**config.mk**
```make
export PLATFORM = sky130hd
export DESIGN_NAME = lop_pipe
export DESIGN_NICKNAME = d
export VERILOG_FILES = /design/src/rtl/lop_pipe.sv
export SDC_FILE = /design/constraint.sdc
export NUM_CORES = 1
export LEC_CHECK = 0
export BUFFER_PORTS_ARGS = -buffer_cell sky130_fd_sc_hd__buf_2
export CAP_MARGIN = 20
export CORE_ASPECT_RATIO = 0.8
export CORE_MARGIN = 1
export CORE_UTILIZATION = 40
export CTS_CLUSTER_SIZE = 40
export DETAILED_ROUTE_END_ITERATION = 8
export GPL_ROUTABILITY_DRIVEN = 0
export GPL_TIMING_DRIVEN = 0
export PLACE_DENSITY = 0.65
export SLEW_MARGIN = 20
export SYNTH_ARGS = -nofsm -noshare
export SYNTH_HDL_FRONTEND = slang
export SYNTH_SLANG_ARGS = --single-unit
```
**constraint.sdc**
```tcl
create_clock -name clk -period 1.5 [get_ports clk]
set_clock_uncertainty 0.1 [all_clocks]
set_input_delay 0.3 -clock clk [delete_from_list [all_inputs] [get_ports clk]]
set_output_delay 0.3 -clock clk [all_outputs]
set_load 0.005 [all_outputs]
```
**src/rtl/lop_pipe.sv**
```systemverilog
// Multi-lane bitwise logic unit feeding a DEPTH-stage valid/ready pipeline.
// Global stall, synchronous flush and a wrapping completed-transfer counter.
module lop_pipe #(
  parameter int WIDTH    = 8,
  parameter int CHANNELS = 2,
  parameter int DEPTH    = 2,
  parameter int CNT_W    = 16
) (
  input  logic                      clk,
  input  logic                      rst_n,
  input  logic                      flush,
  input  logic [1:0]                op,
  input  logic                      in_valid,
  output logic                      in_ready,
  input  logic [CHANNELS*WIDTH-1:0] in_a,
  input  logic [CHANNELS*WIDTH-1:0] in_b,
  output logic                      out_valid,
  input  logic                      out_ready,
  output logic [CHANNELS*WIDTH-1:0] out_q,
  output logic [CNT_W-1:0]          out_count
);

  localparam int W = CHANNELS * WIDTH;

  logic [DEPTH-1:0] vld;
  logic [W-1:0]     dat [DEPTH];
  logic [W-1:0]     res;
  logic             accept;
  logic             xfer;

  // Pure bitwise ops: lanes never interact, so one wide op covers all.
  always_comb begin
    res = '0;
    unique case (op)
      2'b00: res = in_a & in_b;
      2'b01: res = in_a ^ in_b;
      2'b10: res = in_a | in_b;
      2'b11: res = ~(in_a ^ in_b);
    endcase
  end

  assign out_valid = vld[DEPTH-1];
  assign out_q     = dat[DEPTH-1];
  assign in_ready  = ~out_valid | out_ready;
  assign accept    = in_valid & in_ready;
  assign xfer      = out_valid & out_ready;

  // Data only moves with a valid beat, so out_q keeps its last result
  // when a bubble shifts into the final stage.
  always_ff @(posedge clk or negedge rst_n) begin
    if (!rst_n) begin
      vld <= '0;
      for (int i = 0; i < DEPTH; i++) dat[i] <= '0;
    end else if (flush) begin
      vld <= '0;
    end else if (in_ready) begin
      vld[0] <= accept;
      if (accept) dat[0] <= res;
      for (int i = 1; i < DEPTH; i++) begin
        vld[i] <= vld[i-1];
        if (vld[i-1]) dat[i] <= dat[i-1];
      end
    end
  end

  always_ff @(posedge clk or negedge rst_n) begin
    if (!rst_n)    out_count <= '0;
    else if (xfer) out_count <= out_count + 1'b1;
  end

endmodule

```
# Word level (Yosys, flattened, before mapping)
# Cells that the tools add are included.
[classes] addsub=1 mul=0 n_div=0 order_cmp=0 eq_ne=3 n_shift=0 n_mux=3 n_bitwise=9 reduce_logical=4
[op_table] operator="$pmux W16 S4" count=1
[op_table] operator="$add A16 B1 Y16 const B" count=1
[op_table] operator="$and A16 B16 Y16" count=1
[op_table] operator="$not A16 Y16" count=1
[op_table] operator="$or A16 B16 Y16" count=1
[op_table] operator="$xor A16 B16 Y16" count=1
[op_table] operator="$reduce_and A3 Y1" count=2
[op_table] operator="$eq A2 B2 Y1 const B" count=2
[op_table] operator="$mux W2" count=2
[op_table] operator="$and A1 B1 Y1" count=2
[op_table] operator="$eq A2 B1 Y1 const B" count=1
[op_table] operator="$logic_not A2 Y1" count=1
[op_table] operator="$not A1 Y1" count=2
[op_table] operator="$reduce_bool A2 Y1" count=1
[op_table] operator="$or A1 B1 Y1" count=1
[totals] ff_bits=50 latchBits=0 mem_bits_rw=0 rom_bits=0 in_bits=39 out_inout_bits=34 word_cells=24 n_memories=0

# Longest topological paths before layout
[depth] depth_word=5 ltp_mapped=6 mapped_depth_nobuf=6

# Least setup slack after synthesis
# No wires, ideal clock.
[synth_timing] path_kind="flip-flop to flip-flop" start="reg out_count[0]" end="reg out_count[12]" setup_time_ps=124 arrival_time_ps=1260 t_required_ps=1276 slack_ps=16 stages_incl_launch_ff=6 n_path_buf=0 synth_period_minus_slack_ps=1484 cell_sequence="dfrtp_1 ha_1 nand4_1 nor4_1 nand2_1 xnor2_1"
[synth_via] elab_chain_cells=1
[synth_lines] item="start, declared" line="20" rtl="output logic [CNT_W-1:0] out_count"
[synth_lines] item="start signal, assigned" line="68" rtl="else if (xfer) out_count <= out_count + 1'b1;"
[synth_lines] item="$add A16 B1 Y16" line="68"
# No other way between the ends.
# A chain may end at the register's enable or synchronous reset.

# Worst setup path after layout
[layout_timing] start="reg out_count[0]" end="reg out_count[10]"
# The elaborated chain is that of the path after synthesis.

==> flow_metrics.py <==
metrics = {
    "hold_path": {
        "hold_path_class": "input pin to flip-flop",
    },
    "synth": {
        "synth-compound-area-share_pct": 5.56,
        "synth_mux_area_share_pct": 16.5,
        "netlist_instances": 303,
        "synthXorXnorAreaFrac_pct": 4.23,
        "ys_seq_area_share_pct": 40.3,
        "synth-seq-cells": 50,
        "synth_top_area_cell": "dfrtp_1",
        "synth_area_sq_mm": 0.00311,
        "synth_top_family_by_area": "multiplexers",
        "avgSynthCellArea_sq_um": 10.3,
        "synthTopCellsByArea": "dfrtp_1, ha_1, mux2i_1, mux2_2, buf_4",
        "ys_warn_count": 0,
        "syn_nets": 375,
        "synthAdderAreaFrac_pct": 13.3,
        "yosys.area_share.simple_pct": 10.4,
        "synth_top_area_share_pct": 40.3,
        "ys_types": 28,
    },
    "global_route": {
        "gr-total-overflow": 0,
        "grt_pass1_wl_microns": 9760,
        "grt_pass1_vias": 2188,
        "antenna_found_initial": 0,
        "grt_use_total_pct": 15.3,
        "grt_start_max_net_pins": 51,
    },
    "timing": {
        "hold_viol_final": 0,
        "clock.fmax_mhz": 671,
        "drv_slew": 0,
        "final.setup.tns_ps": 0,
        "maxSlewHeadroom_pct": 57.8,
        "min_period_over_period_pct": 99.4,
        "min_period_ps": 1490,
        "worst_pin_slew_ps": 632,
        "rsz0062_at_grt": "yes",
        "setup_violations": 0,
    },
    "placement": {
        "port_buffers": 71,
        "hpwl_microns": 4580,
        "place_inst": 479,
    },
    "layout": {
        "regArea_sq_mm": 0.00126,
        "nets": 460,
        "drive_above_1_share_pct": 35.6,
        "diodes": 0,
        "stdcell_count": 493,
        "fill_cells": 720,
        "area_growth_syn_to_layout_pct": 20.9,
        "final_cell_mix": "buf_2, dfrtp_1, inv_1",
        "multi_input_area_sq_mm": 0.00156,
        "mostFrequentLayoutCell": "buf_2",
    },
    "worst_setup_path": {
        "start_kind": "flip-flop",
        "arrival_ps": 1620,
        "ff2ff_setup_slack_ps": 9,
        "worstPathCellList": "ha_2 -> nand4_1 -> nor3_2 -> and3_1 -> xor2_1",
        "crit_required_ps": 1630,
        "critPathCaptureType": "flip-flop",
        "worstSetupPathType": "flip-flop to flip-flop",
        "max_stage_delay_ps": 360,
        "worstPathMaxFanout": 3,
        "worst_path_max_delay_cell": "dfrtp_1",
    },
    "flow_run": {
        "drv_cap": 0,
    },
    "drt": {
        "vias_per_cell": 4.69,
        "remaining_drc_errors": 0,
        "wirelength_microns": 6010,
        "ant_nets": 0,
        "drt_iter0_drc": 72,
        "wl_per_cell_microns": 12.2,
        "vias": 2312,
        "drtPass1Iterations": 4,
    },
    "power_and_ir_drop": {
        "pwr_density_cell_mw_per_mm2": 991,
        "power_mw": 3.72,
        "vdd_ir_drop_max_mv": 0.557,
        "leakagePower_nw": 2.10,
    },
    "floorplan": {
        "initial_core_util_pct": 41.6,
        "dieArea_sq_mm": 0.00813,
        "coreArea_sq_mm": 0.00746,
        "die_h_microns": 80.8,
        "die_w_microns": 101,
        "placementRows": 28,
        "ios": 73,
    },
    "clocking": {
        "clk_pin_slew_ps": 100,
        "cts_sinks": 50,
        "cts_tree": "done",
        "cts_made_buffers": 5,
        "clockBufferDepth": 2,
        "clk_latency_ps": 300,
        "htreeDepth": 2,
        "cts_root_buffer": "clkbuf_8",
    },
    "outcome": {
        "status": "finished clean",
    },
}
[worst max-delay path: cells and delay by family, from the launching register on]
family,cells,cell delay [ps]
DFF,1,360
and+or+nand+nor,3,630
xor gates and xnor gates,1,140
adders and majority gates,1,200
[layer usage]
metal / vias to the layer above / GRT usage (%) / wire length, microns / part of all wire (%)
li1: 1153 / - / - / -
met1: 1103 / 20.5 / 2920 / 49
met2: 54 / 25.8 / 2830 / 47
met3: 2 / 3.36 / 240 / 4.0
met4: 0 / 2.61 / 16 / 0.27
met5: - / 0 / 0 / 0
[worst paths after layout]
| path | startpoint | endpoint | cells past startpoint |
|---|---|---|---|
| setup / recovery | out_count[0] | out_count[10] | 5 |
| hold / removal | flush | vld[1] | 2 |
| setup reg to reg | out_count[0] | out_count[10] | 5 |
| hold reg to reg | out_count[15] | out_count[15] | 1 |
| max in group asynchronous | rst_n | out_count[2] | 2 |
| min in group asynchronous | rst_n | dat[31] | 2 |
[final cells by class]
class	count	area share (%)
sequential	50	33.5
clock buffer	5	1.83
clock inverter	2	0.366
inverter	33	3.30
multi-input combinational	193	41.5
tap	105	3.50
buffer	27	5.00
timing repair buffer	78	11.0
[state kept, by name, summed over array words and instances (netlist names)]
register / flops
dat: 16
out_q: 16
out_count: 16
vld: 2
[kinds of logic (layout without fill, tap and decap cells)]
| logic type | count (synthesis) | after routing |
|---|---|---|
| muxes | 49 | 49 |
| adders and majority gates | 33 | 33 |
| DFF | 50 | 50 |
| and+or+nand+nor | 62 | 62 |
| buffers and inverters | 60 | 145 |
| xor gates and xnor gates | 15 | 15 |
| AOI/OAI and AO/OA | 34 | 34 |
[where the power goes]
| part | switching, mW | internal [mW] |
|---|---|---|
| Sequential | 0.175 | 1.62 |
| Combinational | 0.480 | 0.684 |
| Clock | 0.437 | 0.323 |
[per-stage QoR]
stage | hold WS (ps) | utilization [%] | worst slack (ps) | instance area [sq um]
detailed placement | 360 | 48.2 | -216 | 3590
floorplan | -95.6 | - | 15.7 | 3110
CTS | 62.0 | 49.9 | 6.43 | 3720
global route | 71.6 | 50.3 | -94.1 | 3760
global placement | 355 | 48.2 | -184 | 3590
finish | 67.4 | 50.3 | 9.16 | 3760
[cells in the mapped netlist]
master    number
a21oi_1       17
and2_2         1
and3_1         2
buf_2          4
buf_4         18
buf_6          1
clkbuf_1       4
dfrtp_1       50
ha_1          33
inv_1         33
mux2_2        17
mux2i_1       32
nand2_1       23
nand2b_4       1
nand3_1        6
nand3b_1       1
nand3b_4       1
nand4_1        3
nand4_2        1
nor2_1        19
nor3_1         1
nor3_2         1
nor4_1         1
nor4_4         1
o21ai_0       16
o31ai_1        1
xnor2_1        9
xor2_1         6
[timing repair]
action / CTS / global route
hold endpoints to repair: 0 / 50
buffers inserted: 4 / 2
pin swaps: 4 / 2
endpoints found under the setup margin: 19 / 8
gates resized for setup: 6 / 6
hold buffers: 0 / 1
gates cloned: 0 / 0
(Power assumes the default switching activity.)
